File: config.mk
export PLATFORM = sky130hd
export DESIGN_NAME = icache_responder
export DESIGN_NICKNAME = d
export VERILOG_FILES = /design/src/rtl/icache_responder_pkg.sv /design/src/rtl/icache_array.sv /design/src/rtl/icache_responder.sv
export SDC_FILE = /design/constraint.sdc
export NUM_CORES = 1
export LEC_CHECK = 0
export BUFFER_PORTS_ARGS = -buffer_cell sky130_fd_sc_hd__buf_2
export CORE_ASPECT_RATIO = 2
export CORE_UTILIZATION = 62
export DETAILED_ROUTE_END_ITERATION = 16
export GPL_ROUTABILITY_DRIVEN = 0
export GPL_TIMING_DRIVEN = 0
export PLACE_DENSITY = 0.85
export SLEW_MARGIN = 20
export SYNTH_ARGS = -nofsm -noshare
export SYNTH_HDL_FRONTEND = slang
export SYNTH_SLANG_ARGS = --single-unit
File: constraint.sdc
create_clock -name clk_in -period 8.17 [get_ports clk_in]
set_input_delay 1.634 -clock clk_in [delete_from_list [all_inputs] [get_ports clk_in]]
set_output_delay 1.634 -clock clk_in [all_outputs]
set_load 0.01 [all_outputs]
File: src/rtl/icache_responder_pkg.sv
// Shared definitions for the instruction-cache responder: FSM encoding and
// geometry defaults used by the top level and the storage array.
package icache_responder_pkg;

  localparam int INDEX_BITS_DEF = 4;
  localparam int INS_W          = 32;

  typedef enum logic [1:0] {
    ST_IDLE  = 2'd0,
    ST_FETCH = 2'd1,
    ST_DRAIN = 2'd2
  } state_e;

endpackage

File: src/rtl/icache_array.sv
// Direct-mapped line storage: valid bits (async-cleared), tags and 4-byte data,
// with a combinational lookup port and a single write port.
module icache_array
  import icache_responder_pkg::*;
#(
  parameter int INDEX_BITS = INDEX_BITS_DEF,
  parameter int TAG_BITS   = 31 - INDEX_BITS
) (
  input  logic                  clk_i,
  input  logic                  rst_ni,
  input  logic [INDEX_BITS-1:0] rd_idx_i,
  input  logic [TAG_BITS-1:0]   rd_tag_i,
  output logic                  rd_hit_o,
  output logic [INS_W-1:0]      rd_data_o,
  input  logic                  wr_en_i,
  input  logic [INDEX_BITS-1:0] wr_idx_i,
  input  logic [TAG_BITS-1:0]   wr_tag_i,
  input  logic [INS_W-1:0]      wr_data_i
);

  localparam int LINES = 1 << INDEX_BITS;

  logic [LINES-1:0]    valid_q;
  logic [TAG_BITS-1:0] tag_q  [LINES];
  logic [INS_W-1:0]    data_q [LINES];

  always_ff @(posedge clk_i or negedge rst_ni) begin
    if (!rst_ni) begin
      valid_q <= '0;
    end else if (wr_en_i) begin
      valid_q[wr_idx_i] <= 1'b1;
    end
  end

  // Tag and data contents are meaningless until the valid bit is set,
  // so they carry no reset.
  always_ff @(posedge clk_i) begin
    if (wr_en_i) begin
      tag_q[wr_idx_i]  <= wr_tag_i;
      data_q[wr_idx_i] <= wr_data_i;
    end
  end

  assign rd_hit_o  = valid_q[rd_idx_i] && (tag_q[rd_idx_i] == rd_tag_i);
  assign rd_data_o = data_q[rd_idx_i];

endmodule

File: src/rtl/icache_responder.sv
// Instruction-side responder: answers halfword-aligned fetches from a direct-
// mapped cache, filling missing lines with four single-byte arbiter reads.
module icache_responder
  import icache_responder_pkg::*;
#(
  parameter int INDEX_BITS = INDEX_BITS_DEF,
  parameter int TAG_BITS   = 31 - INDEX_BITS
) (
  input  logic             clk_in,
  input  logic             rst_in,
  input  logic             rdy_in,
  input  logic             ask_for,
  input  logic [31:0]      fetch_addr,
  output logic             give_you,
  output logic [INS_W-1:0] give_you_ins,
  input  logic             clear,
  output logic             mem_req,
  output logic [31:0]      mem_addr,
  input  logic             mem_done,
  input  logic [7:0]       mem_data,
  output state_e           dbg_state
);

  state_e           state_q;
  logic             give_you_q;
  logic [INS_W-1:0] ins_q;
  logic             mem_req_q;
  logic [31:0]      mem_addr_q;
  logic [1:0]       cnt_q;
  logic [31:0]      base_q, base_d;
  logic [23:0]      fill_q, fill_d;

  logic             rd_hit;
  logic [INS_W-1:0] rd_data;
  logic             accept;
  logic             wr_en;

  assign base_d = fetch_addr & 32'hFFFF_FFFE;
  assign accept = (state_q == ST_IDLE) && !give_you_q && ask_for && !clear;
  // clear wins over the last byte of a fill, so the line is never written then.
  assign wr_en  = rdy_in && (state_q == ST_FETCH) && mem_done && !clear && (cnt_q == 2'd3);

  always_comb begin
    fill_d = fill_q;
    case (cnt_q)
      2'd0:    fill_d[7:0]   = mem_data;
      2'd1:    fill_d[15:8]  = mem_data;
      2'd2:    fill_d[23:16] = mem_data;
      default: fill_d        = fill_q;
    endcase
  end

  icache_array #(
    .INDEX_BITS(INDEX_BITS),
    .TAG_BITS  (TAG_BITS)
  ) u_array (
    .clk_i    (clk_in),
    .rst_ni   (rst_in),
    .rd_idx_i (fetch_addr[INDEX_BITS:1]),
    .rd_tag_i (fetch_addr[31:INDEX_BITS+1]),
    .rd_hit_o (rd_hit),
    .rd_data_o(rd_data),
    .wr_en_i  (wr_en),
    .wr_idx_i (base_q[INDEX_BITS:1]),
    .wr_tag_i (base_q[31:INDEX_BITS+1]),
    .wr_data_i({mem_data, fill_q})
  );

  always_ff @(posedge clk_in or negedge rst_in) begin
    if (!rst_in) begin
      state_q    <= ST_IDLE;
      give_you_q <= 1'b0;
      ins_q      <= '0;
      mem_req_q  <= 1'b0;
      mem_addr_q <= '0;
      cnt_q      <= '0;
      base_q     <= '0;
      fill_q     <= '0;
    end else if (rdy_in) begin
      give_you_q <= 1'b0;
      unique case (state_q)
        ST_IDLE: begin
          if (accept) begin
            if (rd_hit) begin
              give_you_q <= 1'b1;
              ins_q      <= rd_data;
            end else begin
              base_q     <= base_d;
              mem_addr_q <= base_d;
              mem_req_q  <= 1'b1;
              cnt_q      <= '0;
              state_q    <= ST_FETCH;
            end
          end
        end
        ST_FETCH: begin
          if (clear) begin
            // Without a completing byte the arbiter is still busy; wait it out.
            if (mem_done) begin
              mem_req_q <= 1'b0;
              state_q   <= ST_IDLE;
            end else begin
              state_q <= ST_DRAIN;
            end
          end else if (mem_done) begin
            if (cnt_q == 2'd3) begin
              give_you_q <= 1'b1;
              ins_q      <= {mem_data, fill_q};
              mem_req_q  <= 1'b0;
              state_q    <= ST_IDLE;
            end else begin
              fill_q     <= fill_d;
              cnt_q      <= cnt_q + 2'd1;
              mem_addr_q <= base_q + 32'(cnt_q) + 32'd1;
            end
          end
        end
        ST_DRAIN: begin
          if (mem_done) begin
            mem_req_q <= 1'b0;
            state_q   <= ST_IDLE;
          end
        end
        default: state_q <= ST_IDLE;
      endcase
    end
  end

  assign give_you     = give_you_q;
  assign give_you_ins = ins_q;
  assign mem_req      = mem_req_q;
  assign mem_addr     = mem_addr_q;
  assign dbg_state    = state_q;

endmodule

-- After elaboration in Yosys (flattened, before gate mapping)
Memories as Yosys holds them, arrays and structs flattened.
Cells that the tools add are included.
- register bits: 141
- RAM bits: 944
- input bits: 46
- output and inout bits: 68
- word-level logic and storage cells: 107
- memories: 2
- memory list (name ; words ; bits a word ; read ports ; clocked after Yosys merged registers in ; write ports ; line ; source):
    u_array.data_q ; 16 ; 32 ; 1 ; 0 ; 1 ; icache_array.sv:25 ; logic [INS_W-1:0] data_q [LINES];
    u_array.tag_q ; 16 ; 27 ; 1 ; 0 ; 1 ; icache_array.sv:24 ; logic [TAG_BITS-1:0] tag_q [LINES];
- $add $sub $neg: 3
- $lt $le $gt $ge: 3
- equality and inequality tests: 16
- mux-type cells: 45
- bitwise logic cells: 4
- reduce and logical (&&, ||, !) cells: 23
- operator list (kind ; number):
    2-to-1 mux 32 bit ; 10
    one-hot mux 32 bit (2 select lines) ; 2
    adder 32 x 1 -> 32 bit, second input constant ; 1
    adder 32 x 2 -> 32 bit ; 1
    AND reduction 6 bit ; 5
    == test 27 bit ; 1
    2-to-1 mux 2 bit ; 12
    bitwise OR 16 bit ; 1
    2-to-1 mux 1 bit ; 15
    != test 2 bit, second input constant ; 7
    AND reduction 7 bit ; 2
    less-than comparator 4 x 5 -> 1 bit, second input constant ; 2
    logical AND 1 bit ; 9
    == test 2 bit, second input constant ; 3
    one-hot mux 2 bit (3 select lines) ; 1
    binary-select mux 1 bit (select 4 bit) ; 1
    demux 1 bit (select 4 bit) ; 1
    == test 2 x 1 -> 1 bit, second input constant ; 2
    greater-or-equal comparator 4 x 1 -> 1 bit, second input constant ; 1
    zero test 2 bit ; 2
    one-hot mux 2 bit (2 select lines) ; 1
    AND reduction 4 bit ; 1
    != test 3 x 2 -> 1 bit, second input constant ; 1
    != test 3 bit, second input constant ; 1
    other kinds (8) ; 11

-- Longest topological paths before layout
Gate-level depths: netlist of run 1.
- depth in word-level cells: 7
- depth in mapped cells: 14
- depth with buffers taken out: 11

-- Hierarchy
A second synthesis of run 1 with hierarchy kept.
- cell total of the unflattened synthesis: 2117
- area, all modules: 43222.7 µm²
- by module, submodules not included (module ; times used ; cells an instance ; area each (µm²) ; seq. area each (µm²)):
    icache_array ; 1 ; 1576 ; 37245.7 ; 28747.6
    icache_responder ; 1 ; 541 ; 5977.0 ; 3103.0

-- Least setup slack after synthesis of run 1
OpenSTA, ideal clock, no wires.
- path type: input -> register
- start point: in clear
- end point: reg u_array.valid_q[0]
- setup time: 90 ps
- arrival time: 6985 ps
- data required time: 8080 ps
- slack: 1095 ps
- stages on the path: 6
- path buffers: 0
- cell sequence: nand2b_1 nor2_1 nand2_1 or3_1 nor3_1 or2_2
- longest elaborated chain between the ends: 3
- ends and longest elaborated chain (element ; line ; source):
    start, declared ; icache_responder.sv:16 ; input logic clear,
    zero test 1 bit ; icache_responder.sv:41 ; assign wr_en = rdy_in && (state_q == ST_FETCH) && mem_done && !clear && (cnt_q == 2'd3);
    logical AND 1 bit (2 in series) ; icache_responder.sv:41 ;
    end signal, assigned ; icache_array.sv:29 ; valid_q <= '0;
    end signal, assigned by index ; icache_array.sv:31 ; valid_q[wr_idx_i] <= 1'b1;
    end, declared ; icache_array.sv:23 ; logic [LINES-1:0] valid_q;
No other way between the ends.
A chain may end at the register's enable or synchronous reset.

-- Worst setup path after layout of run 1
- start point: in fetch_addr[2]
- end point: reg ins_q[6], in the netlist give_you_ins[6]
- longest elaborated chain between the ends: 5
- elaborated cells on any way between the ends: 11
- those cells by class: 2 x eq/ne; 5 x mux; 2 x reduce/logical; 2 x memory
- ends and longest elaborated chain (element ; line ; source):
    start, declared ; icache_responder.sv:13 ; input logic [31:0] fetch_addr,
    memory (16 x 27 bit) or binary-select mux 1 bit (select 4 bit) (tied branches) ; n/a ;
    == test 27 bit or 2-to-1 mux 1 bit (tied branches) ; icache_array.sv:44 ; assign rd_hit_o = valid_q[rd_idx_i] && (tag_q[rd_idx_i] == rd_tag_i);
    logical AND 1 bit ; icache_array.sv:44 ;
    != test 2 bit (no source line) ; n/a ;
    AND reduction 7 bit (no source line) ; n/a ;
    end signal, assigned ; icache_responder.sv:86 ; ins_q <= rd_data;
    end signal, assigned ; icache_responder.sv:108 ; ins_q <= {mem_data, fill_q};
    end, declared ; icache_responder.sv:26 ; logic [INS_W-1:0] ins_q;
Parallel ways exist; a longest one is shown, timed or not. The select of a mux whose other input is x is not followed.

==> results.toml, run 1 <==
[synth]
syn_avg_cell_area_um2 = 20.6
synth_ff_type = "edfxtp_1"
synth_common_cells = "edfxtp_1, mux4_2, mux2_2"
ys_types = 59
syn_area_um2 = 43100
synth_edf_count = 944
synth.area.top_cells = "edfxtp_1, mux4_2, dfrtp_1"
synthesis.nets = 2144
seq_area_frac_synth_pct = 74.0
yosysTopAreaCell = "edfxtp_1"
synthCells = 2088
ys_ff_latch = 1084
post-synth-top-count-cell = "edfxtp_1"
yosys_warnings = 0
synth_top_area_share_pct = 65.8
synthArstFlopShare_pct = 12.9

[sta]
fmax_ghz = 0.140
final-hold-violation-count = 0
worst_slack_ns = 1.04
maxSlewHeadroom_pct = 18.0
setup_viol_count_final = 0
post-route-period-util_pct = 87.3
slew_viol_final = 0
fin_skew_ns = 0.0366
finalSetupTns_ns = 0
layout_min_cycle_time_ns = 7.13
rsz0062_at_grt = "no"
worst_pin_slew_ns = 1.23

[grt]
grt_pass1_vias = 25200
gr-total-overflow = 0
antenna_found_initial = 5
grt_usage_pct = 37.0
grt_pass1_wl_um = 179000
grt_max_degree = 64

[floorplan]
dieArea_um2 = 70600
ios = 114
dieWidth_um = 188
die_height_um = 375
start_util_pct = 62.6
num_rows = 136
coreArea_um2 = 68700

[routing]
post-route-drc-count = 0
via_count = 24200
drt-wirelength-per-cell_um = 37.9
routed_wirelength_um = 127000
firstDrtPassIters = 8
drtIter0Drc = 3865
via_per_inst = 7.24
postRouteAntennaNets = 0

[placed_design]
pre_cts_slack_ns = 1.01
io_buffers = 109
hpwl_um = 79800

[pwr]
p_comb_share_pct = 13.3
power_mw = 13.8
clock_power_share_pct = 31.4
p_leak_nw = 16.9
ir_worst_vdd_uv = 254
seqPwrFrac_pct = 55.2
sw_frac_of_total_pct = 27.7
power.density_nw_per_um2 = 280
power.internal_mw = 9.98
p_sw_mw = 3.82

[worst_hold_path]
min_path_type = "reg2reg"

[clock_network]
cts_max_path_buffers = 3
cts_made_buffers = 87
htree_levels = 3
cts-root-buf = "clkbuf_16"
post_cts_resized = 0
hold_buffers = 0
cts.sinks = 1084
cts_tree = "done"
clk_latency_ns = 0.69
postCtsSetupBuffers = 0
clkSlewWorstSetupHoldPaths_ns = 0.06

[worst_setup_path]
cp-end-kind = "flop"
worstPathMaxFanout = 10
critical_path_class = "in2reg"
arrival_ns = 7.68
cp.required_ns = 8.72
start_kind = "input port"

[final_layout]
area_growth_pct = 14.5
finalNetCount = 2427
drive_above_1_share_pct = 33.0
fill_cells = 3706

[status]
outcome = "finished, final reports clean"

[run]
drv_cap = 0
-- through the flow --
step	utilization (%)	std cells	instance area, um2	hold WS [ns]
final	71.7	3349	49300	0.465
after global routing	71.7	3343	49300	0.486
after CTS	71.7	3342	49300	0.466
after detailed placement	67.5	3179	46400	0.448
after global placement	65.1	3094	44700	0.446
after floorplan	-	2088	43100	0.434
-- power by group through the flow --
stage          Clock (mW)  Combinational (mW)  Sequential [mW]
6_report             4.34                1.84             7.62
5_1_grt              4.52                1.92             7.67
4_1_cts              4.33                1.80             7.60
3_5_place_dp            0                1.75             7.70
3_3_place_gp            0                1.64             7.61
2_1_floorplan           0                1.02             7.44
-- final cells by class --
| type | instances | area (um2) | area share (%) |
|---|---|---|---|
| sequential | 1084 | 31900 | 64.6 |
| clock buffer | 119 | 2420 | 4.90 |
| timing repair buffer | 194 | 2090 | 4.24 |
| antenna | 7 | 17.5 | 0.0355 |
| clock inverter | 44 | 475 | 0.964 |
| inverter | 13 | 48.8 | 0.0990 |
| tap | 897 | 1120 | 2.28 |
| multi-input combinational | 889 | 10800 | 21.8 |
| buffer | 102 | 520 | 1.06 |
-- layout by cell type, fill, tap and decap left out, types with 10 or more instances in the layout --
master     netlist  routed
edfxtp_1       944     944
mux4_2         244     244
buf_2           37     145
mux2_2         142     142
dfrtp_1        140     140
clkbuf_16        0      88
mux2i_1         84      84
clkbuf_1        38      58
nor2_1          62      50
buf_4           13      41
a21oi_1         40      40
nand2_1         38      38
xor2_1          37      37
buf_16           0      36
xnor2_1         28      28
nand3_1         24      24
a22oi_1         23      23
or2_2           17      17
buf_6            5      15
clkinv_1         1      15
mux2_1          14      14
nand4_1         13      13
inv_1           12      12
nor2_4           0      12
and3_1          11      11
nor3_1          15      11
buf_12           0      11
or3_1           10      10
clkinv_2         0      10
clkbuf_8         0      10
-- sequential cells by signal (all words and copies together) (netlist names) --
register	flops
base_q	31
cnt_q	1
dbg_state	2
fill_q	24
give_you	1
give_you_ins	32
mem_addr	32
mem_req	1
u_array.data_q	512
u_array.tag_q	432
u_array.valid_q	16
-- final timing paths --
check	startpoint	end	slack (ns)	depth (start not counted)
min in group asynchronous	rst_in	give_you_ins[11]	0.83	1
worst min register to register	u_array.valid_q[8]	u_array.valid_q[8]	0.47	1
worst min-delay path	u_array.valid_q[8]	u_array.valid_q[8]	0.47	1
max in group asynchronous	rst_in	give_you_ins[6]	6.35	3
worst max register to register	dbg_state[1]	u_array.tag_q[12][7]	3.04	10
worst max-delay path	fetch_addr[2]	give_you_ins[6]	1.04	11
-- cell families after synthesis --
group,Yosys count,synth area share (%)
flip-flops,1084,74.0
AND/OR/NAND/NOR,229,2.71
AO/OA/AOI/OAI,101,1.60
XOR/XNOR,65,1.32
adder cells (fa/ha/maj),10,0.308
buffers and inverters,115,1.31
multiplexers,484,18.8
-- critical path: stages --
cell and delay (ns):
buf_2 0.26, buf_2 0.46, buf_2 0.51, buf_1 0.82
clkbuf_1 0.85, clkbuf_1 0.64, clkbuf_1 0.90, mux4_2 0.47
mux4_2 0.49, mux2_2 0.30, mux2_1 0.29
-- metal layers --
metal	GRT usage, %	up-vias	wire length (um)	share of wire (%)
met5	0	-	39	0.031
met4	28.6	6	11600	9.1
met3	8.37	685	14100	11
met2	61.0	2274	63300	50
met1	41.9	12200	37900	30
li1	-	9080	-	-
(Power assumes the default switching activity.)
==> inputs of run 2 (changes only) <==
- CORE_ASPECT_RATIO: 2 -> not set
- CORE_UTILIZATION: 62 -> 29
- PLACE_DENSITY: 0.85 -> 0.49
==> results.toml, run 2 (synthesized netlist as in run 1, its figures left out) <==
[final_layout]
finalNetCount = 2467
layout_common_cells = "edfxtp_1, mux4_2, buf_2"
drive_above_1_share_pct = 34.1
area_growth_pct = 19.4
final_util_pct = 34.9
fin_cells = 4432
final_common_cell = "edfxtp_1"
n_antenna_cell = 0
reg_top3 = "u_array.data_q (512), u_array.tag_q (432)"
fill_cells = 13700
largest_register_ffs = 512
largest-register = "u_array.data_q"

[routing]
post-route-drc-count = 0
routed_wirelength_um = 128000
drtIter0Drc = 2107
drt-wirelength-per-cell_um = 28.9
firstDrtPassIters = 5
via_per_inst = 5.04
postRouteAntennaNets = 0
via_count = 22300

[sta]
maxSlewHeadroom_pct = 29.6
layout_min_cycle_time_ns = 6.68
fin_skew_ns = 0.0248
fmax_ghz = 0.150
setup_viol_count_final = 0
worst_pin_slew_ns = 1.06
final-hold-violation-count = 0
slew_viol_final = 0
post-route-period-util_pct = 81.7
rsz0062_at_grt = "no"

[clock_network]
post_cts_resized = 0
clkSlewWorstSetupHoldPaths_ns = 0.06
postCtsSetupBuffers = 0
clk_latency_ns = 0.70
htree_levels = 3
cts_made_buffers = 107
cts_max_path_buffers = 3
cts-root-buf = "clkbuf_16"
cts_tree = "done"
hold_buffers = 0
cts.sinks = 1084

[grt]
gr-total-overflow = 0
antenna_found_initial = 12
grt_max_degree = 71
grt_usage_pct = 17.0
grt_pass1_vias = 22900
grt_pass1_wl_um = 180000

[floorplan]
start_util_pct = 29.2
coreArea_um2 = 147000
die_height_um = 387
dieArea_um2 = 150000
ios = 114
dieWidth_um = 387
num_rows = 141

[worst_setup_path]
critPathMaxStageDelay_ns = 0.86
worst-r2r-setup-slack_ns = 3.58
crit_buf_inv = 7
r2r-end = "u_array.tag_q[0][16]"
path_delay_family = "buffers and inverters"
cp-end-kind = "flop"
arrival_ns = 7.25
cp_slowest_cell = "clkbuf_1"
crit_chain = "buf_2 > buf_2 > buf_2 > buf_1 > clkbuf_1 > clkbuf_1 > clkbuf_1 > mux4_2 > mux4_2 > mux2_2 > mux2_1"
ff2ff_path_depth = 11
start_kind = "input port"
cp.required_ns = 8.75
critical_path_class = "in2reg"
crit_path_end = "give_you_ins[28]"
cp-startpoint = "fetch_addr[2]"
worstPathMaxFanout = 10
path_depth = 11
reg2reg_from = "dbg_state[1]"

[run]
drv_cap = 0

[placed_design]
io_buffers = 109
placedCellCount = 4231
hpwl_um = 87100

[pwr]
ir_worst_vdd_uv = 162
p_leak_nw = 17.3
power_mw = 14.3
power.density_nw_per_um2 = 279

[status]
outcome = "finished, final reports clean"

[worst_hold_path]
min_path_type = "reg2reg"
[run 2: changes by cell type in the layout (fill, tap and decap cells not counted), moves of 4 or more]
cell | before | now
clkbuf_16 | 88 | 110
buf_4 | 41 | 50
buf_12 | 11 | 21
clkbuf_8 | 10 | 14
diode_2 | 7 | 0
clkbuf_1 | 58 | 64
clkinv_2 | 10 | 16
[run 2: cell type report]
class                   count  area [um2]  share of cell area (%)
flip-flops and latches   1084       31900                    61.9
multi-input cells         889       10800                    20.9
clock buffers             153        3050                    5.94
well taps                1930        2410                    4.70
repair buffers            214        2340                    4.54
plain buffers             102         523                    1.02
clock inverters            47         430                   0.837
inverters                  13        48.8                  0.0949
[run 2: power breakdown]
| group | switching, mW | leakage (nW) | internal [mW] |
|---|---|---|---|
| Clock | 2.10 | 1.70 | 2.82 |
| Sequential | 0.765 | 10.3 | 6.84 |
| Combinational | 1.03 | 5.30 | 0.794 |
[run 2: worst min-delay path by stage]
stage | startpoint | end | depth (start not counted)
2_1_floorplan | u_array.valid_q[11] | u_array.valid_q[11] | 1
3_3_place_gp | u_array.valid_q[13] | u_array.valid_q[13] | 1
3_5_place_dp | u_array.valid_q[7] | u_array.valid_q[7] | 1
4_1_cts | u_array.valid_q[7] | u_array.valid_q[7] | 1
5_1_grt | u_array.valid_q[7] | u_array.valid_q[7] | 1
6_report | u_array.valid_q[7] | u_array.valid_q[7] | 1
[run 2: metrics by stage]
step	hold slack [ns]	setup slack (ns)	cell area, um2	TNS (ns)
6_report	0.466	1.49	51400	0
5_1_grt	0.488	1.35	51400	0
4_1_cts	0.465	1.42	51400	0
3_5_place_dp	0.449	0.685	47900	0
3_3_place_gp	0.445	-6.53	46000	-2776.51
2_1_floorplan	0.434	1.10	43100	0
[run 2: metal layers]
metal	vias up	share of wire, %	GRT usage, %
li1	9184	-	-
met1	12200	44	23.6
met2	784	47	27.3
met3	157	6.8	3.79
met4	12	1.7	3.30
met5	-	0.050	0
